## config.mk

```make
export PLATFORM = sky130hd
export DESIGN_NAME = rom_reader_flat
export DESIGN_NICKNAME = d
export VERILOG_FILES = /design/src/rtl/rom_reader_if.sv /design/src/rtl/rom_reader.sv /design/src/flat_wrapper.sv
export SDC_FILE = /design/constraint.sdc
export NUM_CORES = 1
export LEC_CHECK = 0
export CORE_MARGIN = 2
export CORE_UTILIZATION = 38
export DETAILED_ROUTE_END_ITERATION = 12
export PLACE_DENSITY = 0.81
export SYNTH_ARGS = -nofsm -noshare
export SYNTH_HDL_FRONTEND = slang
export SYNTH_SLANG_ARGS = --single-unit
```

## constraint.sdc

```tcl
create_clock -name clk -period 1.37 [get_ports clk]
set_input_delay 0.2055 -clock clk [delete_from_list [all_inputs] [get_ports clk]]
set_output_delay 0.2055 -clock clk [all_outputs]
set_load 0.1 [all_outputs]
```

## src/rtl/rom_reader_if.sv

```systemverilog
// rom_reader_if: start/burst control, ROM address/data bus and output word stream
// of the ROM read master, with the master's view and its environment's view.
interface rom_reader_if #(
    parameter int ADDR_W = 3,
    parameter int DATA_W = 8
);
    logic              start;
    logic [ADDR_W-1:0] start_addr;
    logic [ADDR_W:0]   count;
    logic [ADDR_W-1:0] rom_addr;
    logic              rom_sel;
    logic [DATA_W-1:0] rom_data;
    logic [DATA_W-1:0] out_data;
    logic              out_valid;
    logic              out_ready;
    logic              busy;
    logic              done;
    logic [DATA_W-1:0] checksum;
    modport master (
        input  start, start_addr, count, rom_data, out_ready,
        output rom_addr, rom_sel, out_data, out_valid, busy, done, checksum
    );
    modport slave (
        output start, start_addr, count, rom_data, out_ready,
        input  rom_addr, rom_sel, out_data, out_valid, busy, done, checksum
    );
endinterface

```

## src/rtl/rom_reader.sv

```systemverilog
// rom_reader: walks a wrapping burst of ROM addresses, streams each word over
// valid/ready and keeps a running XOR checksum of the burst.
module rom_reader #(
    parameter int ADDR_W = 3,
    parameter int DATA_W = 8,
    parameter int SETTLE = 1
) (
    input  logic         clk,
    input  logic         rst_n,
    rom_reader_if.master bus
);
    localparam int CNT_W = SETTLE > 1 ? $clog2(SETTLE) : 1;
    localparam logic [ADDR_W:0] DEPTH = {1'b1, {ADDR_W{1'b0}}};
    typedef enum logic [1:0] {S_IDLE, S_SETTLE, S_OUT, S_DONE} state_t;
    state_t            state_q, state_d;
    logic [ADDR_W-1:0] addr_q, addr_d;
    logic [ADDR_W:0]   rem_q, rem_d;
    logic [CNT_W-1:0]  cnt_q, cnt_d;
    logic [DATA_W-1:0] data_q, data_d, sum_q, sum_d;
    logic              valid_q, valid_d, sel_q, sel_d, done_q, done_d;
    always_ff @(posedge clk or negedge rst_n) begin
        if (!rst_n) begin
            state_q <= S_IDLE;
            addr_q  <= '0;
            rem_q   <= '0;
            cnt_q   <= '0;
            data_q  <= '0;
            sum_q   <= '0;
            valid_q <= 1'b0;
            sel_q   <= 1'b0;
            done_q  <= 1'b0;
        end else begin
            state_q <= state_d;
            addr_q  <= addr_d;
            rem_q   <= rem_d;
            cnt_q   <= cnt_d;
            data_q  <= data_d;
            sum_q   <= sum_d;
            valid_q <= valid_d;
            sel_q   <= sel_d;
            done_q  <= done_d;
        end
    end
    always_comb begin
        state_d = state_q;
        addr_d  = addr_q;
        rem_d   = rem_q;
        cnt_d   = cnt_q;
        data_d  = data_q;
        sum_d   = sum_q;
        valid_d = valid_q;
        sel_d   = sel_q;
        done_d  = 1'b0;
        unique case (state_q)
            S_IDLE: if (bus.start) begin
                addr_d  = bus.start_addr;
                rem_d   = (bus.count == 0 || bus.count > DEPTH) ? DEPTH : bus.count;
                sum_d   = '0;
                cnt_d   = '0;
                sel_d   = 1'b1;
                state_d = S_SETTLE;
            end
            S_SETTLE: if (cnt_q == CNT_W'(SETTLE - 1)) begin
                data_d  = bus.rom_data;
                sum_d   = sum_q ^ bus.rom_data;
                valid_d = 1'b1;
                state_d = S_OUT;
            end else begin
                cnt_d = cnt_q + 1'b1;
            end
            S_OUT: if (valid_q && bus.out_ready) begin
                valid_d = 1'b0;
                if (rem_q == 1) begin
                    sel_d   = 1'b0;
                    done_d  = 1'b1;
                    state_d = S_DONE;
                end else begin
                    addr_d  = addr_q + 1'b1;
                    rem_d   = rem_q - 1'b1;
                    cnt_d   = '0;
                    state_d = S_SETTLE;
                end
            end
            default: state_d = S_IDLE;
        endcase
    end
    // rom_sel is high exactly in SETTLE/OUT, which is the busy window
    assign bus.rom_addr  = addr_q;
    assign bus.rom_sel   = sel_q;
    assign bus.busy      = sel_q;
    assign bus.out_data  = data_q;
    assign bus.out_valid = valid_q;
    assign bus.done      = done_q;
    assign bus.checksum  = sum_q;
endmodule

```

## src/flat_wrapper.sv

```systemverilog
// flat-port wrapper written by rule: the top's interface ports become plain ports
module rom_reader_flat 
#(
    parameter int ADDR_W = 3,
    parameter int DATA_W = 8,
    parameter int SETTLE = 1
)
  (clk, rst_n, bus_start, bus_start_addr, bus_count, bus_rom_data, bus_out_ready, bus_rom_addr, bus_rom_sel, bus_out_data, bus_out_valid, bus_busy, bus_done, bus_checksum);
  rom_reader_if #(.ADDR_W(ADDR_W), .DATA_W(DATA_W)) bus_i ();
  input  logic clk;
  input  logic rst_n;
  input wire logic [$bits(bus_i.start)-1:0] bus_start;
  input wire logic [$bits(bus_i.start_addr)-1:0] bus_start_addr;
  input wire logic [$bits(bus_i.count)-1:0] bus_count;
  input wire logic [$bits(bus_i.rom_data)-1:0] bus_rom_data;
  input wire logic [$bits(bus_i.out_ready)-1:0] bus_out_ready;
  output wire logic [$bits(bus_i.rom_addr)-1:0] bus_rom_addr;
  output wire logic [$bits(bus_i.rom_sel)-1:0] bus_rom_sel;
  output wire logic [$bits(bus_i.out_data)-1:0] bus_out_data;
  output wire logic [$bits(bus_i.out_valid)-1:0] bus_out_valid;
  output wire logic [$bits(bus_i.busy)-1:0] bus_busy;
  output wire logic [$bits(bus_i.done)-1:0] bus_done;
  output wire logic [$bits(bus_i.checksum)-1:0] bus_checksum;
  assign bus_i.start = bus_start;
  assign bus_i.start_addr = bus_start_addr;
  assign bus_i.count = bus_count;
  assign bus_i.rom_data = bus_rom_data;
  assign bus_i.out_ready = bus_out_ready;
  assign bus_rom_addr = bus_i.rom_addr;
  assign bus_rom_sel = bus_i.rom_sel;
  assign bus_out_data = bus_i.out_data;
  assign bus_out_valid = bus_i.out_valid;
  assign bus_busy = bus_i.busy;
  assign bus_done = bus_i.done;
  assign bus_checksum = bus_i.checksum;
  rom_reader #(.ADDR_W(ADDR_W), .DATA_W(DATA_W), .SETTLE(SETTLE)) u_core (.clk(clk), .rst_n(rst_n), .bus(bus_i));
endmodule
```

==> results.sh <==
export IMPL_status="finished, violations left"
export IMPL_violations="negative setup slack"
export IMPL_hold_viol_final=0
export IMPL_netlist_instances=142
export IMPL_cts_path_max_buffers=2
export IMPL_maxCapViolCount=0
export IMPL_syn_avg_cell_area_um2=9.73
export IMPL_yosysTopAreaCell="dfrtp_1"
export IMPL_synth_compound_area_share_pct=18.5
export IMPL_critPathKind="register to register"
export IMPL_core_area_um2=3420
export IMPL_met3_usage_pct=2.11
export IMPL_synth_xor_area_share_pct=0
export IMPL_ys_ff_latch=28
export IMPL_rsz0062_at_grt="yes"
export IMPL_finalNetCount=226
export IMPL_synth_cell_types=30
export IMPL_wl_per_cell_um=13.0
export IMPL_netlist_area_um2=1380
export IMPL_ant_nets=0
export IMPL_gp_congestion=0.810
export IMPL_routed_wl_mm=3.23
export IMPL_synth_top_family_by_area="compound AO/OA/AOI/OAI gates"
export IMPL_crit_required_ns=1.63
export IMPL_met2_usage_pct=29.7
export IMPL_start_util_pct=40.4
export IMPL_drive_above_1_share_pct=36.9
export IMPL_cp_end_kind="register"
export IMPL_holdCritPathClass="primary input to asynchronous set/reset pin"
export IMPL_yosysWarnings=0
export IMPL_numPortBuffers=41
export IMPL_first_pass_iters=4
export IMPL_stdcell_count=249
export IMPL_die_width_um=64.3
export IMPL_startpoint_type="register"
export IMPL_finalSetupTns_ns=-0.356
export IMPL_vias=1229
export IMPL_grt_busiest_layer="met2"
export IMPL_synth_simple_area_share_pct=14.9
export IMPL_clk_pin_slew_worst_paths_ns=0.16
export IMPL_worst_endpoint_arrival_ns=1.71
export IMPL_mappedNetlistNets=164
export IMPL_antenna_cells=0
export IMPL_worst_clock_skew_ns=0.00798
export IMPL_ios=42
export IMPL_track_usage_pct=16.5
export IMPL_yosysSeqAreaShare_pct=50.7
export IMPL_area_growth_pct=70.6
export IMPL_antenna_found_initial=0
export IMPL_grt_max_degree=29
export IMPL_grt_overflow_total=0
export IMPL_relSlewSlack_pct=78.4
export IMPL_async_flop_share_pct=100
export IMPL_dp_cells=242
export IMPL_synth_edff_count=0
export IMPL_grt_pass1_wl_mm=5.44
export IMPL_setup_ws_ns=-0.0756
export IMPL_setup_violations=6
export IMPL_numCtsBuffers=3
export IMPL_reg2reg_depth=5
export IMPL_grt_pass1_vias=1230
export IMPL_routed_via_density=4.94
export IMPL_cts_tree="built"
export IMPL_tightest_slew_ns=0.324
export IMPL_clk_latency_ns=0.33
export IMPL_drt_iter0_drc=26
export IMPL_period_minus_slack_ns=1.45
export IMPL_fin_crit_sh_pct=106
export IMPL_dp_hpwl_mm=2.41
export IMPL_ys_flop_type="dfrtp_1"
export IMPL_max_freq_ghz=0.692
export IMPL_synth_top_cell_area_share_pct=50.7
export IMPL_synthAdderAreaFrac_pct=2.72
export IMPL_synth_mux_area_share_pct=6.34
export IMPL_fillCellCount=238
export IMPL_rows=21
export IMPL_drc=0
export IMPL_synth_area_top_cells="dfrtp_1 (51%), o21ai_0 (7.2%), mux2_2 (4.9%)"
export IMPL_drv_slew=0
export IMPL_crit_fanout=5
export IMPL_htreeDepth=1
export IMPL_use_met1_pct=19.9
export IMPL_root_buffer="clkbuf_4"
export IMPL_cts_sinks=28
export IMPL_fp_dieArea_um2=4130
export IMPL_die_h_um=64.3
[path summary, 6_finish.rpt]
check	startpoint	slack, ns	endpoint
min in group clk	bus_rom_data[6]	0.45	u_core.bus.out_data[6]
max in group asynchronous	rst_n	0.99	u_core.bus.out_valid
worst max register to register	u_core.state_q[1]	-0.08	u_core.bus.rom_addr[0]
worst max-delay path	u_core.state_q[1]	-0.08	u_core.bus.rom_addr[0]
worst min-delay path	rst_n	0.20	u_core.bus.checksum[3]
worst min register to register	u_core.bus.rom_addr[0]	0.55	u_core.bus.rom_addr[0]
[worst max-delay path: stages (launching register included)]
cell	delay, ns
dfrtp_1	0.45
or3b_4	0.39
a22oi_2	0.22
buf_6	0.15
o21ai_2	0.05
mux2i_1	0.12
[cell type report]
cell class                 count  area [µm²]  area share (%)
sequential                    28         708            30.1
inverter                      12        45.0            1.91
clock inverter                 1        30.0            1.27
multi-input combinational     95         647            27.5
tap                           46        57.6            2.44
clock buffer                   3        22.5           0.956
timing repair buffer          64         846            35.9
[Yosys cell counts (3+ instances only)]
library cell	count
nor3_1	8
mux2_2	6
a21oi_1	12
dfrtp_1	28
o21ai_0	20
buf_2	3
nand2_1	15
nand2b_1	3
nor2_1	7
ha_1	3
inv_1	12
nor3b_1	3
[cells by family after synthesis]
| family | Yosys count |
|---|---|
| buffers and inverters | 19 |
| adders and majority gates | 3 |
| AOI/OAI and AO/OA | 42 |
| and+or+nand+nor | 42 |
| muxes | 8 |
| DFF | 28 |
[flip-flops by register name, summed over array words and instances (netlist names)]
name,flops
u_core.bus.checksum,8
u_core.bus.busy,1
u_core.bus.rom_addr,3
u_core.bus.out_data,8
u_core.state_q,2
u_core.bus.done,1
u_core.bus.out_valid,1
u_core.rem_q,4
[layer usage]
metal | vias to the layer above | wire length (µm) | share of wire, %
li1 | 614 | - | -
met1 | 585 | 1410 | 44
met2 | 22 | 1660 | 51
met3 | 8 | 74 | 2.3
met4 | 0 | 80 | 2.5
met5 | - | 0 | 0
[per-stage QoR]
stage	util (%)	hold slack, ns	area [µm²]	setup WS, ns
3_5_place_dp	65.2	0.542	2230	-0.310
4_1_cts	67.5	0.196	2310	-0.0787
2_1_floorplan	-	-0.0901	1410	-0.0627
3_3_place_gp	65.2	0.517	2230	-0.278
6_report	69.0	0.199	2360	-0.0756
5_1_grt	69.0	0.202	2360	-0.170
[repair_timing]
item                                    4_1_cts  5_1_grt
setup buffers                                 2        1
pin swaps                                     2        2
hold buffers                                  0        0
resized for setup                             4       12
endpoints found under the setup margin       14       17
[cell usage in the layout, fill, tap and decap left out, types with 2 or more instances in the layout]
cell type        netlist  layout
nand2_1               15      15
a32o_1                 2       2
nand2b_1               3       3
o21ai_0               20      16
o21ai_2                1       2
clkbuf_4               0       3
inv_1                 12      11
buf_6                  2       2
mux2_2                 6       6
dfrtp_1               28      24
nor3_1                 8       8
clkdlybuf4s50_1        0      18
buf_12                 0      25
o21ai_1                0       3
a21oi_1               12      12
ha_1                   3       2
nor3b_1                3       2
buf_4                  1      19
dfrtp_2                0       3
mux2i_1                2       2
nor2_1                 7       6
Power is left out: the tool's default activity adds up to more than one toggle a clock period on the data nets, which glitch-free logic cannot reach.
